$ cat config.mk
export PLATFORM = sky130hd
export DESIGN_NAME = pipelined_controller
export DESIGN_NICKNAME = d
export VERILOG_FILES = /design/src/rtl/pipelined_controller.sv
export SDC_FILE = /design/constraint.sdc
export NUM_CORES = 1
export LEC_CHECK = 0
export CAP_MARGIN = 10
export CORE_UTILIZATION = 45
export DETAILED_ROUTE_END_ITERATION = 7
export PLACE_DENSITY_LB_ADDON = 0.2
export SLEW_MARGIN = 30
export SYNTH_ARGS = -nofsm -noshare
export SYNTH_HDL_FRONTEND = slang
export SYNTH_SLANG_ARGS = --single-unit
$ cat constraint.sdc
create_clock -name i_clk -period 2.85 [get_ports i_clk]
set_input_delay 0.57 -clock i_clk [delete_from_list [all_inputs] [get_ports i_clk]]
set_output_delay 0.57 -clock i_clk [all_outputs]
set_load 0.03 [all_outputs]
$ cat src/rtl/pipelined_controller.sv
`default_nettype none
// ============================================================================
//  Module   : pipelined_controller
//  Purpose  : RV32I control decoder with registered EX / MEM / WB control
//             bundles. The ID stage decodes opcode/funct7 into the EX
//             register. Supports a global stall, a branch flush of the ID
//             instruction and bubble insertion. When MULDIV_EN is set, an
//             optional mul/div op holds EX for MULDIV_LAT cycles and
//             back-pressures ID.
//  Ports    : i_clk, i_rst (async, active high)
//             i_valid, i_opcode, i_funct7      - ID instruction
//             i_stall, i_flush                 - pipeline control
//             o_ready                          - ID may advance
//             o_ex_*                           - EX control bundle
//             o_mem_valid/o_mem_w/o_mem_mem2reg
//             o_wb_valid/o_wb_reg_w
//  Revision : 1.0 - initial release
// ============================================================================
module pipelined_controller #(
    parameter int ALUOP_W    = 4,
    parameter int MULDIV_EN  = 0,
    parameter int MULDIV_LAT = 32
) (
    input  logic               i_clk,
    input  logic               i_rst,
    input  logic               i_valid,
    input  logic [6:0]         i_opcode,
    input  logic [6:0]         i_funct7,
    input  logic               i_stall,
    input  logic               i_flush,
    output logic               o_ready,
    output logic               o_ex_valid,
    output logic [ALUOP_W-1:0] o_ex_aluOp,
    output logic               o_ex_exec_a,
    output logic               o_ex_exec_b,
    output logic               o_ex_bra,
    output logic               o_ex_jmp,
    output logic               o_ex_muldiv,
    output logic               o_ex_illegal,
    output logic               o_mem_valid,
    output logic               o_mem_w,
    output logic               o_mem_mem2reg,
    output logic               o_wb_valid,
    output logic               o_wb_reg_w
);

    localparam logic [6:0] c_OP_R       = 7'b0110011;
    localparam logic [6:0] c_OP_I_ARITH = 7'b0010011;
    localparam logic [6:0] c_OP_I_LOAD  = 7'b0000011;
    localparam logic [6:0] c_OP_S       = 7'b0100011;
    localparam logic [6:0] c_OP_B       = 7'b1100011;
    localparam logic [6:0] c_OP_J       = 7'b1101111;
    localparam logic [6:0] c_OP_I_JUMP  = 7'b1100111;
    localparam logic [6:0] c_OP_U_LUI   = 7'b0110111;
    localparam logic [6:0] c_OP_U_AUIPC = 7'b0010111;
    localparam logic [6:0] c_OP_I_SYS   = 7'b1110011;
    localparam logic [6:0] c_OP_I_FENCE = 7'b0001111;
    localparam logic [6:0] c_F7_MULDIV  = 7'b0000001;

    localparam int                 c_CNT_W    = $clog2(MULDIV_LAT);
    localparam logic [c_CNT_W-1:0] c_CNT_LOAD = c_CNT_W'(MULDIV_LAT - 1);

    typedef struct packed {
        logic               valid;
        logic [ALUOP_W-1:0] aluop;
        logic               exec_a;
        logic               exec_b;
        logic               bra;
        logic               jmp;
        logic               muldiv;
        logic               illegal;
        logic               mem_w;
        logic               reg_w;
        logic               mem2reg;
    } ex_ctrl_t;

    ex_ctrl_t           w_dec;
    ex_ctrl_t           w_ex_next;
    logic [3:0]         w_alu4;
    logic               w_busy;

    ex_ctrl_t           r_ex;
    logic               r_mem_valid;
    logic               r_mem_w;
    logic               r_mem_mem2reg;
    logic               r_mem_reg_w;
    logic               r_wb_valid;
    logic               r_wb_reg_w;
    logic [c_CNT_W-1:0] r_cnt;

    // ------------------------------------------------------------------
    // ID decode
    // ------------------------------------------------------------------
    always_comb begin
        w_dec       = '0;
        w_alu4      = 4'b0000;
        w_dec.valid = 1'b1;
        case (i_opcode)
            c_OP_R: begin
                w_alu4       = 4'b0010;
                w_dec.reg_w  = 1'b1;
                w_dec.muldiv = (MULDIV_EN != 0) && (i_funct7 == c_F7_MULDIV);
            end
            c_OP_I_ARITH: begin
                w_alu4       = 4'b0011;
                w_dec.exec_b = 1'b1;
                w_dec.reg_w  = 1'b1;
            end
            c_OP_I_LOAD: begin
                w_dec.exec_b  = 1'b1;
                w_dec.reg_w   = 1'b1;
                w_dec.mem2reg = 1'b1;
            end
            c_OP_S: begin
                w_dec.exec_b = 1'b1;
                w_dec.mem_w  = 1'b1;
            end
            c_OP_B: begin
                w_alu4    = 4'b0001;
                w_dec.bra = 1'b1;
            end
            c_OP_J: begin
                w_dec.exec_a = 1'b1;
                w_dec.exec_b = 1'b1;
                w_dec.reg_w  = 1'b1;
                w_dec.jmp    = 1'b1;
            end
            c_OP_I_JUMP: begin
                w_dec.exec_b = 1'b1;
                w_dec.reg_w  = 1'b1;
                w_dec.jmp    = 1'b1;
            end
            c_OP_U_LUI: begin
                w_alu4       = 4'b0100;
                w_dec.exec_b = 1'b1;
                w_dec.reg_w  = 1'b1;
            end
            c_OP_U_AUIPC: begin
                w_dec.exec_a = 1'b1;
                w_dec.exec_b = 1'b1;
                w_dec.reg_w  = 1'b1;
            end
            c_OP_I_SYS, c_OP_I_FENCE: begin
                // legal, no datapath control
            end
            default: begin
                w_dec.illegal = 1'b1;
            end
        endcase
        w_dec.aluop = ALUOP_W'(w_alu4);
    end

    // An invalid or flushed ID slot enters EX as an all-zero bubble.
    assign w_ex_next = (i_valid && !i_flush) ? w_dec : '0;

    // Counter is loaded with LAT-1 on entry, so EX stays put while it is
    // non-zero and releases in the cycle it reads zero: LAT cycles total.
    assign w_busy  = (r_cnt != '0);
    assign o_ready = ~i_stall & ~w_busy;

    // ------------------------------------------------------------------
    // Stage registers
    // ------------------------------------------------------------------
    always_ff @(posedge i_clk or posedge i_rst) begin
        if (i_rst) begin
            r_ex          <= '0;
            r_mem_valid   <= 1'b0;
            r_mem_w       <= 1'b0;
            r_mem_mem2reg <= 1'b0;
            r_mem_reg_w   <= 1'b0;
            r_wb_valid    <= 1'b0;
            r_wb_reg_w    <= 1'b0;
            r_cnt         <= '0;
        end else if (!i_stall) begin
            r_wb_valid <= r_mem_valid;
            r_wb_reg_w <= r_mem_reg_w;
            if (w_busy) begin
                // EX holds; MEM gets a bubble; flush has no effect here
                r_mem_valid   <= 1'b0;
                r_mem_w       <= 1'b0;
                r_mem_mem2reg <= 1'b0;
                r_mem_reg_w   <= 1'b0;
                r_cnt         <= r_cnt - c_CNT_W'(1);
            end else begin
                r_mem_valid   <= r_ex.valid;
                r_mem_w       <= r_ex.mem_w;
                r_mem_mem2reg <= r_ex.mem2reg;
                r_mem_reg_w   <= r_ex.reg_w;
                r_ex          <= w_ex_next;
                r_cnt         <= w_ex_next.muldiv ? c_CNT_LOAD : '0;
            end
        end
    end

    assign o_ex_valid    = r_ex.valid;
    assign o_ex_aluOp    = r_ex.aluop;
    assign o_ex_exec_a   = r_ex.exec_a;
    assign o_ex_exec_b   = r_ex.exec_b;
    assign o_ex_bra      = r_ex.bra;
    assign o_ex_jmp      = r_ex.jmp;
    assign o_ex_muldiv   = r_ex.muldiv;
    assign o_ex_illegal  = r_ex.illegal;
    assign o_mem_valid   = r_mem_valid;
    assign o_mem_w       = r_mem_w;
    assign o_mem_mem2reg = r_mem_mem2reg;
    assign o_wb_valid    = r_wb_valid;
    assign o_wb_reg_w    = r_wb_reg_w;

endmodule
`default_nettype wire

**Word level (Yosys, flattened, before mapping)**

Index checks and enable logic that the tools add are counted.

- Flip-flop bits (word level): 25
- Input bits: 19
- Output and inout port bits: 17

- Reduce and logical (&&, ||, !) cells: 9
- Add/sub/neg operators: 1
- Bitwise logic cells: 3
- Eq/ne operators: 11
- Multiplexer cells: 16

Operators by type and width:

| cell | number |
|---|---|
| == test 7 bit (second input constant) | 4 |
| == test 7 x 6 -> 1 bit (second input constant) | 3 |
| == test 7 x 5 -> 1 bit (second input constant) | 2 |
| 2-to-1 mux 14 bit | 1 |
| OR reduction 7 bit | 2 |
| 2-to-1 mux 1 bit | 12 |
| case mux 3 bit (4 select lines) | 1 |
| OR reduction 11 bit | 1 |
| 2-to-1 mux 5 bit | 2 |
| == test 7 x 2 -> 1 bit (second input constant) | 1 |
| == test 7 x 4 -> 1 bit (second input constant) | 1 |
| nonzero test 5 bit | 1 |
| subtractor 5 x 1 -> 5 bit (second input constant) | 1 |
| OR reduction 2 bit | 2 |
| NOT 1 bit | 2 |
| AND reduction 2 bit | 1 |
| bitwise AND 1 bit | 1 |
| logical AND 1 bit | 1 |
| zero test 1 bit | 1 |

**Depth between registers and ports, before layout**

- Depth in word-level cells: 6
- Depth in mapped cells: 7
- Depth with buffers taken out: 7

**Worst setup path after synthesis**

OpenSTA, ideal clock, no wires.

- Path kind: flip-flop to output port
- Start: register r_cnt[0]
- End: output port o_ready
- Path slack: 1163 ps
- Data arrival time: 1117 ps
- Cell stages (with the launch flop): 6
- Data required time: 2280 ps
- Path through: dfrtp_1 inv_1 ha_1 nor3b_2 nand2_2 clkinv_2

- Cells in the longest elaborated chain, start to end: 3

RTL lines:

| element | RTL line | RTL |
|---|---|---|
| start, declared | 89 | `logic [c_CNT_W-1:0] r_cnt;` |
| start signal, assigned | 183 | `r_cnt <= r_cnt - c_CNT_W'(1);` |
| start signal, assigned | 190 | `r_cnt <= w_ex_next.muldiv ? c_CNT_LOAD : '0;` |
| nonzero test 5 bit | 158 | `assign w_busy = (r_cnt != '0);` |
| NOT 1 bit (no source line) | n/a |  |
| bitwise AND 1 bit | 159 | `assign o_ready = ~i_stall & ~w_busy;` |
| end, declared | 31 | `output logic o_ready,` |

Every way passes these cells.

**Final worst setup path**

Same ends and word-level chain as after synthesis.

==> out/metrics.csv <==
metric,value,unit
status,completed,
Routed Antenna Nets,0,
Reg2Reg Setup Slack,1.11,ns
LEAKAGE,0.628,nW
average routed wire per standard cell,12.8,um
"flops & latches, synth",23,
vias in the first global route,802,
XOR/XNOR Fraction of Synth Area,0,
Yosys warnings,0,
setup tns final,0,ns
ys flop type,dfrtp_1,
Synth area leader,dfrtp_1,
Register-to-Register Path Depth,7,
core area,0.00230,mm2
CP startpoint kind,flip-flop,
final-report max-slew violation count,0,
I/O Buffers,26,
worst reg2reg endpoint,o_ex_aluOp[2]$_DFFE_PP0P_,
Area contributors post-synth,"dfrtp_1 50%, nand2_1 4.9%, a22o_1 4.6%",
share of layout cells above drive strength 1,0.124,
Clock Path Buffers,2,
post_cts resized,0,
Adder-Cell Fraction of Synth Area,0.0109,
Worst Path Buf+Inv,3,
Final Critical Period,2.42,ns
worst vdd ir,0.431,mV
crit path cell chain,"inv_1, ha_1, nor3b_2, nand2_2, clkinv_2, buf_4",
GR Overflow Total,0,
commonest cells in the synthesized netlist,"23 x dfrtp_1, 15 x nand2_1, 10 x nor2_1, 8 x o21ai_0, 7 x inv_1",
Crit. End Element,output port,
Clock Sinks,23,
PD cells,603,mW/mm2
Cells after Synth,116,
row count,17,
hold_sp,o_ex_bra$_DFFE_PP0P_,
Clock H-tree levels,1,
DRT iter0 DRCs,11,
largest family of logic cells by synthesized area,simple AND/OR/NAND/NOR gates,
Setup CP Type,reg -> out,
drt drc,0,
initial antenna violation count,0,
fin crit share,0.851,
"EDFF count, synth",0,
worst skew pair latency,0.30,ns
Critical path destination,o_ready,
multiplexer share of the synthesized area,0.0295,
Top reg by flops,r_cnt,
DIE HEIGHT,52.4,um
Critical Path Slowest Stage Cell,dfrtp_1,
number of flip-flops in the largest register,5,
WP data arrival,1.85,ns
Initial Utilization,0.498,
dpl hpwl,1610,um
FILL cells,203,
Worst EP required,2.28,ns
final core utilization,0.614,
RSZ-0062 raised after global routing,false,
mean post-synth cell area,9.87,um2
clk slew on worst S/H paths,0.12,ns
DR vias,903,
Setup WS pre-CTS,0.482,ns
register area share after synthesis,0.503,
Max Clock Freq,412,MHz
Final Hold Fails,0,
# IOs,36,
largest net degree at the start of global routing,24,
"delay-heaviest family, CP",simple AND/OR/NAND/NOR gates,
routed vias/inst,5.47,
number of CTS-inserted buffers,3,
compound-gate portion of the synthesized area,0.178,
# Max-Cap Violations,0,
Root Buffer,clkbuf_4,
TritonCTS clock tree,done,
die area,0.00275,mm2
Diodes inserted,0,
final worst slack,0.425,ns
"count leader, synth",dfrtp_1,
Cell variety after synth,39,
WP depth,6,
clk_skew,0.00754,ns
CP max FO,15,
Crit Reg-Reg Startpoint,r_cnt[0]$_DFFE_PP0N_,
Worst Setup SP,r_cnt[0]$_DFFE_PP0N_,
HP Class,reg -> reg,
Area Overhead vs Synth,23.2,%
slowest cell delay on critical path,0.43,ns
Synth top area share,0.503,
Slew HR,0.445,
drt first pass iters,4,
"Setup Fix Bufs, Post-CTS",0,
final wirelength,2110,um
Nets,158,
CTS hold repair buffers,0,
Simple-Gate Fraction of Synth Area,0.190,
final setup fails,0,
"Cell Area, Synth",0.00114,mm2
"Async S/R FF share, synth",1.00,
worst slew pin tran,0.832,ns
first-pass GRT wire length,3490,um
total track usage,0.175,
global placement routability congestion,0.812,
die width,52.4,um
placed cells by master (no fill, tap or decap), types with 2 or more instances in the layout:
cell type,instances
nor3_1,2
o21ai_1,3
conb_1,2
nand2_1,15
nor2_1,10
nand3_1,2
o21ai_0,8
clkbuf_4,3
a21oi_1,2
inv_1,7
mux2_2,3
a22o_1,6
clkinv_2,2
clkdlybuf4s50_1,25
dfrtp_1,23
buf_4,2
layout make-up:
| type | count | area [um2] | share of cell area |
|---|---|---|---|
| Clock buffer | 3 | 22.5 | 0.0160 |
| Multi-Input combinational cell | 75 | 475 | 0.337 |
| Timing Repair Buffer | 27 | 265 | 0.188 |
| Clock inverter | 1 | 5.00 | 0.00355 |
| Tap cell | 28 | 35.0 | 0.0248 |
| Inverter | 8 | 31.3 | 0.0222 |
| Sequential cell | 23 | 576 | 0.408 |
stage by stage:
stage	instances	hold WS, ns	area (um2)	power, mW
after floorplan	117	0.451	1150	0.622
after global placement	161	0.467	1380	0.703
after detailed placement	161	0.478	1380	0.713
after CTS	165	0.506	1410	0.857
after global routing	165	0.532	1410	0.907
final	165	0.501	1410	0.850
per-layer routing:
metal | global-route usage | part of all wire
met5 | 0 | 0
met2 | 0.281 | 0.49
met3 | 0.0174 | 0.029
met4 | 0.0921 | 0.013
met1 | 0.231 | 0.47
worst min-delay path, delay by kind of cell, from the launching register on:
kind	cells	cell delay (ns)
and+or+nand+nor	1	0.05
DFF	1	0.36
AOI/OAI and AO/OA	1	0.07
power breakdown:
group / switching [mW] / total, mW / internal, mW
registers: 0.0441 / 0.422 / 0.378
logic: 0.161 / 0.283 / 0.122
clock network: 0.0919 / 0.144 / 0.0523
worst min-delay path by stage:
stage	to	slack (ns)	cells after the start
3_5_place_dp	o_ex_bra$_DFFE_PP0P_	0.48	2
6_report	o_ex_bra$_DFFE_PP0P_	0.50	2
2_1_floorplan	r_ex[1]$_DFFE_PP0P_	0.45	2
5_1_grt	o_ex_jmp$_DFFE_PP0P_	0.53	2
4_1_cts	o_ex_bra$_DFFE_PP0P_	0.51	2
3_3_place_gp	o_ex_bra$_DFFE_PP0P_	0.47	2
cell families after synthesis:
| kind of cell | after synthesis |
|---|---|
| adders and majority gates | 1 |
| and+or+nand+nor | 41 |
| muxes | 3 |
| AOI/OAI and AO/OA | 28 |
| DFF | 23 |
| other | 1 |
| buffers and inverters | 19 |
No activity file was read; power rests on OpenSTA's default activity.
